**src/rtl/slap_io_pkg.sv**
```systemverilog
// Shared definitions for the hps_io ioctl helper blocks: upload FSM states,
// ioctl index constants and a counter-width helper.
package slap_io_pkg;

  typedef enum logic [2:0] {
    IDLE  = 3'd0,
    GRANT = 3'd1,
    ISSUE = 3'd2,
    LAT   = 3'd3,
    DONE  = 3'd4
  } upload_state_t;

  localparam logic [7:0] IDX_ROM    = 8'd0;
  localparam logic [7:0] IDX_MOD    = 8'd1;
  localparam logic [7:0] IDX_UPLOAD = 8'd2;
  localparam logic [7:0] IDX_DIP    = 8'd254;

  // Width needed to hold READ_LAT-1; never less than one bit.
  function automatic int lat_cnt_w(input int lat);
    return (lat <= 2) ? 1 : $clog2(lat);
  endfunction

endpackage

```
**src/rtl/rd_lat_counter.sv**
```systemverilog
// Loadable down-counter with a zero flag; it stops at zero and holds there.
module rd_lat_counter #(
  parameter int W = 1
) (
  input  logic         clk,
  input  logic         reset,
  input  logic         i_load,
  input  logic [W-1:0] i_load_val,
  input  logic         i_dec,
  output logic         o_zero
);

  logic [W-1:0] r_cnt;

  always_ff @(posedge clk) begin
    if (reset) begin
      r_cnt <= '0;
    end else if (i_load) begin
      r_cnt <= i_load_val;
    end else if (i_dec && (r_cnt != '0)) begin
      r_cnt <= r_cnt - W'(1);
    end
  end

  assign o_zero = (r_cnt == '0);

endmodule

```
**src/rtl/ioctl_upload_server.sv**
```systemverilog
// Serves HPS upload reads: fetches one byte per ioctl_rd from a core memory
// port while holding the core CPU paused, stalling the HPS with ioctl_wait.
module ioctl_upload_server
  import slap_io_pkg::*;
#(
  parameter logic [7:0]  INDEX    = IDX_UPLOAD,
  parameter int          ADDR_W   = 16,
  parameter int unsigned LENGTH   = 32'h1000,
  parameter logic [7:0]  FILL     = 8'hFF,
  parameter int          READ_LAT = 2
) (
  input  logic              clk_sys,
  input  logic              reset,
  input  logic              ioctl_upload,
  input  logic [7:0]        ioctl_index,
  input  logic              ioctl_rd,
  input  logic [24:0]       ioctl_addr,
  output logic [7:0]        ioctl_din,
  output logic              ioctl_wait,
  output logic              pause_req,
  input  logic              pause_ack,
  output logic              mem_rd,
  output logic [ADDR_W-1:0] mem_addr,
  input  logic [7:0]        mem_rdata,
  output logic              overrun,
  output logic [2:0]        o_dbg_state
);

  localparam int CNT_W = lat_cnt_w(READ_LAT);
  localparam logic [CNT_W-1:0] LAT_LOAD = CNT_W'(READ_LAT - 1);

  // HPS handshake: a one-cycle ioctl_rd is accepted only in IDLE; ioctl_wait
  // rises the next cycle and ioctl_din is valid in the first cycle it is low.
  upload_state_t     r_state;
  upload_state_t     w_state_nx;
  logic              w_sel;
  logic              w_oor;
  logic              w_accept;
  logic              w_load;
  logic              w_zero;
  logic              w_capture;
  logic              r_sel;
  logic              r_busy;
  logic              r_mem_rd;
  logic              r_pause;
  logic              r_wait;
  logic              r_overrun;
  logic [ADDR_W-1:0] r_addr;
  logic [7:0]        r_din;

  assign w_sel     = ioctl_upload & (ioctl_index == INDEX);
  assign w_oor     = (32'(ioctl_addr) >= LENGTH);
  assign w_accept  = (r_state == IDLE) & w_sel & ioctl_rd;
  assign w_load    = (r_state == ISSUE);
  assign w_capture = (r_state == LAT) & w_zero & w_sel;

  // Runs independently of the FSM so an aborted read still times out and
  // releases pause_req only once the memory port is quiet.
  rd_lat_counter #(
    .W (CNT_W)
  ) u_lat_cnt (
    .clk        (clk_sys),
    .reset      (reset),
    .i_load     (w_load),
    .i_load_val (LAT_LOAD),
    .i_dec      (r_busy),
    .o_zero     (w_zero)
  );

  always_ff @(posedge clk_sys) begin
    if (reset) begin
      r_state <= IDLE;
    end else begin
      r_state <= w_state_nx;
    end
  end

  always_comb begin
    w_state_nx = r_state;
    if (!w_sel && (r_state != IDLE)) begin
      w_state_nx = IDLE;
    end else begin
      unique case (r_state)
        IDLE:    if (ioctl_rd && w_sel) w_state_nx = w_oor ? DONE : GRANT;
        GRANT:   if (pause_ack) w_state_nx = ISSUE;
        ISSUE:   w_state_nx = LAT;
        LAT:     if (w_zero) w_state_nx = DONE;
        DONE:    w_state_nx = IDLE;
        default: w_state_nx = IDLE;
      endcase
    end
  end

  always_ff @(posedge clk_sys) begin
    if (reset) begin
      r_sel     <= 1'b0;
      r_busy    <= 1'b0;
      r_mem_rd  <= 1'b0;
      r_pause   <= 1'b0;
      r_wait    <= 1'b0;
      r_overrun <= 1'b0;
      r_addr    <= '0;
      r_din     <= 8'h00;
    end else begin
      r_sel    <= w_sel;
      r_mem_rd <= (w_state_nx == ISSUE);
      r_pause  <= w_sel | w_load | (r_busy & ~w_zero);

      if (w_load) begin
        r_busy <= 1'b1;
      end else if (r_busy && w_zero) begin
        r_busy <= 1'b0;
      end

      if (w_accept) begin
        r_addr <= ioctl_addr[ADDR_W-1:0];
      end

      if (w_accept && w_oor) begin
        r_din <= FILL;
      end else if (w_capture) begin
        r_din <= mem_rdata;
      end

      if (w_accept) begin
        r_wait <= 1'b1;
      end else if (!w_sel || (r_state == DONE) || w_capture) begin
        r_wait <= 1'b0;
      end

      if (w_sel && !r_sel) begin
        r_overrun <= 1'b0;
      end else if (ioctl_rd && (r_state != IDLE)) begin
        r_overrun <= 1'b1;
      end
    end
  end

  assign ioctl_din   = r_din;
  assign ioctl_wait  = r_wait;
  assign pause_req   = r_pause;
  assign mem_rd      = r_mem_rd;
  assign mem_addr    = r_addr;
  assign overrun     = r_overrun;
  assign o_dbg_state = r_state;

endmodule

```
**config.mk**
```make
export PLATFORM = sky130hd
export DESIGN_NAME = ioctl_upload_server
export DESIGN_NICKNAME = d
export VERILOG_FILES = /design/src/rtl/slap_io_pkg.sv /design/src/rtl/rd_lat_counter.sv /design/src/rtl/ioctl_upload_server.sv
export SDC_FILE = /design/constraint.sdc
export NUM_CORES = 1
export LEC_CHECK = 0
export BUFFER_PORTS_ARGS = -buffer_cell sky130_fd_sc_hd__clkbuf_2
export CAP_MARGIN = 30
export CORE_MARGIN = 1
export CORE_UTILIZATION = 47
export DETAILED_ROUTE_END_ITERATION = 6
export PLACE_DENSITY = 0.87
export SLEW_MARGIN = 20
export SYNTH_ARGS = -nofsm -noshare
export SYNTH_HDL_FRONTEND = slang
export SYNTH_HIERARCHICAL = 1
export SYNTH_SLANG_ARGS = --single-unit
```
**constraint.sdc**
```tcl
create_clock -name clk_sys -period 6.6 [get_ports clk_sys]
set_clock_uncertainty 0.15 [all_clocks]
set_input_delay 1.32 -clock clk_sys [delete_from_list [all_inputs] [get_ports clk_sys]]
set_output_delay 1.32 -clock clk_sys [all_outputs]
set_load 0.005 [all_outputs]
```
==> metrics <==
outcome=finished clean; hold_buf cts=0; Final Net Count=259; critical setup path kind=in -> reg; gr usage total=19.9%; unrepaired setup endpoints after global routing=no; max cap viols=0; root buf cell=clkbuf_4; Critical Path Sink=mem_rd; CP endpoint kind=flip-flop; synthesized instance count=139; Final setup viols=0; Yosys top cell by area=dfxtp_1; Tightest Hold Check Type=reg -> reg; Routed Wire Length=2.83 mm; P&R area growth vs syn=31.5%; Mapped Area=1400 µm²; drt pass-1 iters=4; Clock Path Buffers=2; TritonCTS clock tree=built; setup_tns=0 ns; Max FO, Critical Path=17; commonest non-fill, non-tap cell in the layout=clkbuf_2; hold depth=1; Final GP Congestion=0.862; H-tree depth=2; r2r setup slk=4.00 ns; Register-to-Register Path Depth=4; top post-synthesis cells by area=dfxtp_1, mux2i_1, nor2_1; post-route insts no fill=244; LEAKAGE=1.02 nW; DRC Markers=0; first-pass GRT wire length=4.90 mm; Final period util=50.4%; Yosys reg bits=34; relative slew slack=40.5%; initial antenna violation count=0; synthesized net count=185; top cell type's share of synthesized area=48.8%; CP Launch Point=ioctl_index[2]; DP HPWL=2.12 mm; die area=3190 µm²; Port Buf Inserts=76; Critical Path Start Type=input pin; largest net degree at the start of global routing=34; most frequent cells in the layout=clkbuf_2, dfxtp_1, mux2i_1, nor2_1, a21oi_1; detailed-route vias per instance=5.24; PwrDens=206 nW/µm²; initial core utilization=50.2%; Row Count=19; DP Cell Count=237; WL/cell=11.6 µm; CTS clock-pin slew for the worst setup and hold paths=0.10 ns; Synth Warn #=6; Core ar.=2780 µm²; grt ovf=0; Cell variety after synth=35; clock buffer count from CTS=5; max-slew violation count=0; fmax=301 MHz; Worst Path Arrival=3.40 ns; Clk Latency, worst-skew pair=0.32 ns; Max IR drop VDD=150 µV; ANT nets after route=0; mean post-synth cell area=10.0 µm²; initial drt markers=21; min Tclk post-route=3.32 ns; Seq/Total Area, Yosys=48.8%; Worst-Margin Slew=0.892 ns; FF-to-FF End=mem_rd; Die W=56.5 µm; IO Count=77; worst r2r src=o_dbg_state[2]; Fin. Hold Viols=0; layout cell share with drive strength beyond 1=41.8%; vias in the first global route=1162; Critical Path RT=6.68 ns; via count=1278; diode count=0; Resized Gates After CTS=0; Sink Count=34; DIE HEIGHT=56.5 µm; Post-CTS Setup Bufs=0
[how the worst min path moves through the flow]
| stage | from | endpoint |
|---|---|---|
| 3_5_place_dp | r_busy | u_lat_cnt/r_cnt |
| 4_1_cts | r_busy | u_lat_cnt/r_cnt |
| 6_report | r_busy | u_lat_cnt/r_cnt |
| 5_1_grt | r_busy | u_lat_cnt/r_cnt |
| 2_1_floorplan | r_busy | u_lat_cnt/r_cnt |
| 3_3_place_gp | r_busy | u_lat_cnt/r_cnt |
[worst max-delay path: stages]
cell and delay (ns):
clkbuf_2 0.08, or4_1 0.54, or4_1 0.94, o22a_1 0.37
and2_1 0.15
[logic make-up after synthesis]
logic type             after synthesis  synth area share [%]
AND/OR/NAND/NOR                     46                  17.8
flip-flops                          34                  48.8
multiplexers                        24                  17.2
AO/OA/AOI/OAI                       22                  10.8
buffers and inverters               12                  5.20
other                                1                 0.269
[report_power, final]
group	switching, mW	internal, mW
clock network	0.0648	0.0882
registers	0.0000767	0.205
logic	0.00856	0.0117
total	0.0734	0.305
[per-stage QoR]
stage | power, mW | hold slack, ns | util (%) | setup slack [ns] | cell area [µm²]
2_1_floorplan | 0.216 | 0.273 | - | 3.45 | 1400
3_3_place_gp | 0.230 | 0.281 | 63.0 | 2.92 | 1750
3_5_place_dp | 0.230 | 0.285 | 63.0 | 2.91 | 1750
4_1_cts | 0.383 | 0.310 | 65.9 | 3.25 | 1830
5_1_grt | 0.397 | 0.341 | 65.9 | 3.18 | 1830
6_report | 0.379 | 0.306 | 65.9 | 3.28 | 1830
[synthesized netlist by cell type, drive strengths merged]
library cell  number
dfxtp             34
mux2i             24
nor2              23
a21oi             13
clkbuf             5
buf                4
inv                3
or4                3
a2111oi            2
and2               2
nand2              2
nand4b             2
nor3               2
nor4               2
or3                2
or3b               2
a211o              1
a22oi              1
a31o               1
conb               1
nand2b             1
nand3b             1
nand4              1
nor2b              1
o21ai              1
o22a               1
o22ai              1
o41ai              1
or2                1
or4b               1
[per-layer routing]
layer	vias up	GRT usage, %	wire length [µm]
met5	-	0	0
met4	0	11.5	53
met2	67	31.8	1270
met1	564	23.5	1230
met3	7	5.99	273
li1	640	-	-
[sequential cells by signal, summed over array words and instances, names as in the netlist]
register,cells
pause_req,1
mem_addr,16
r_sel,1
u_lat_cnt/r_cnt,1
ioctl_din,8
mem_rd,1
r_busy,1
overrun,1
ioctl_wait,1
o_dbg_state,3
[layout make-up]
class                           instances  area (µm²)
Clock buffer                            6        51.3
Fill cell                             234         947
Sequential cell                        34         681
Tap cell                               31        38.8
Inverter                                3        11.3
Clock inverter                          1        30.0
Multi-Input combinational cell         93         642
Timing Repair Buffer                   76         380
(Power assumes the default switching activity.)
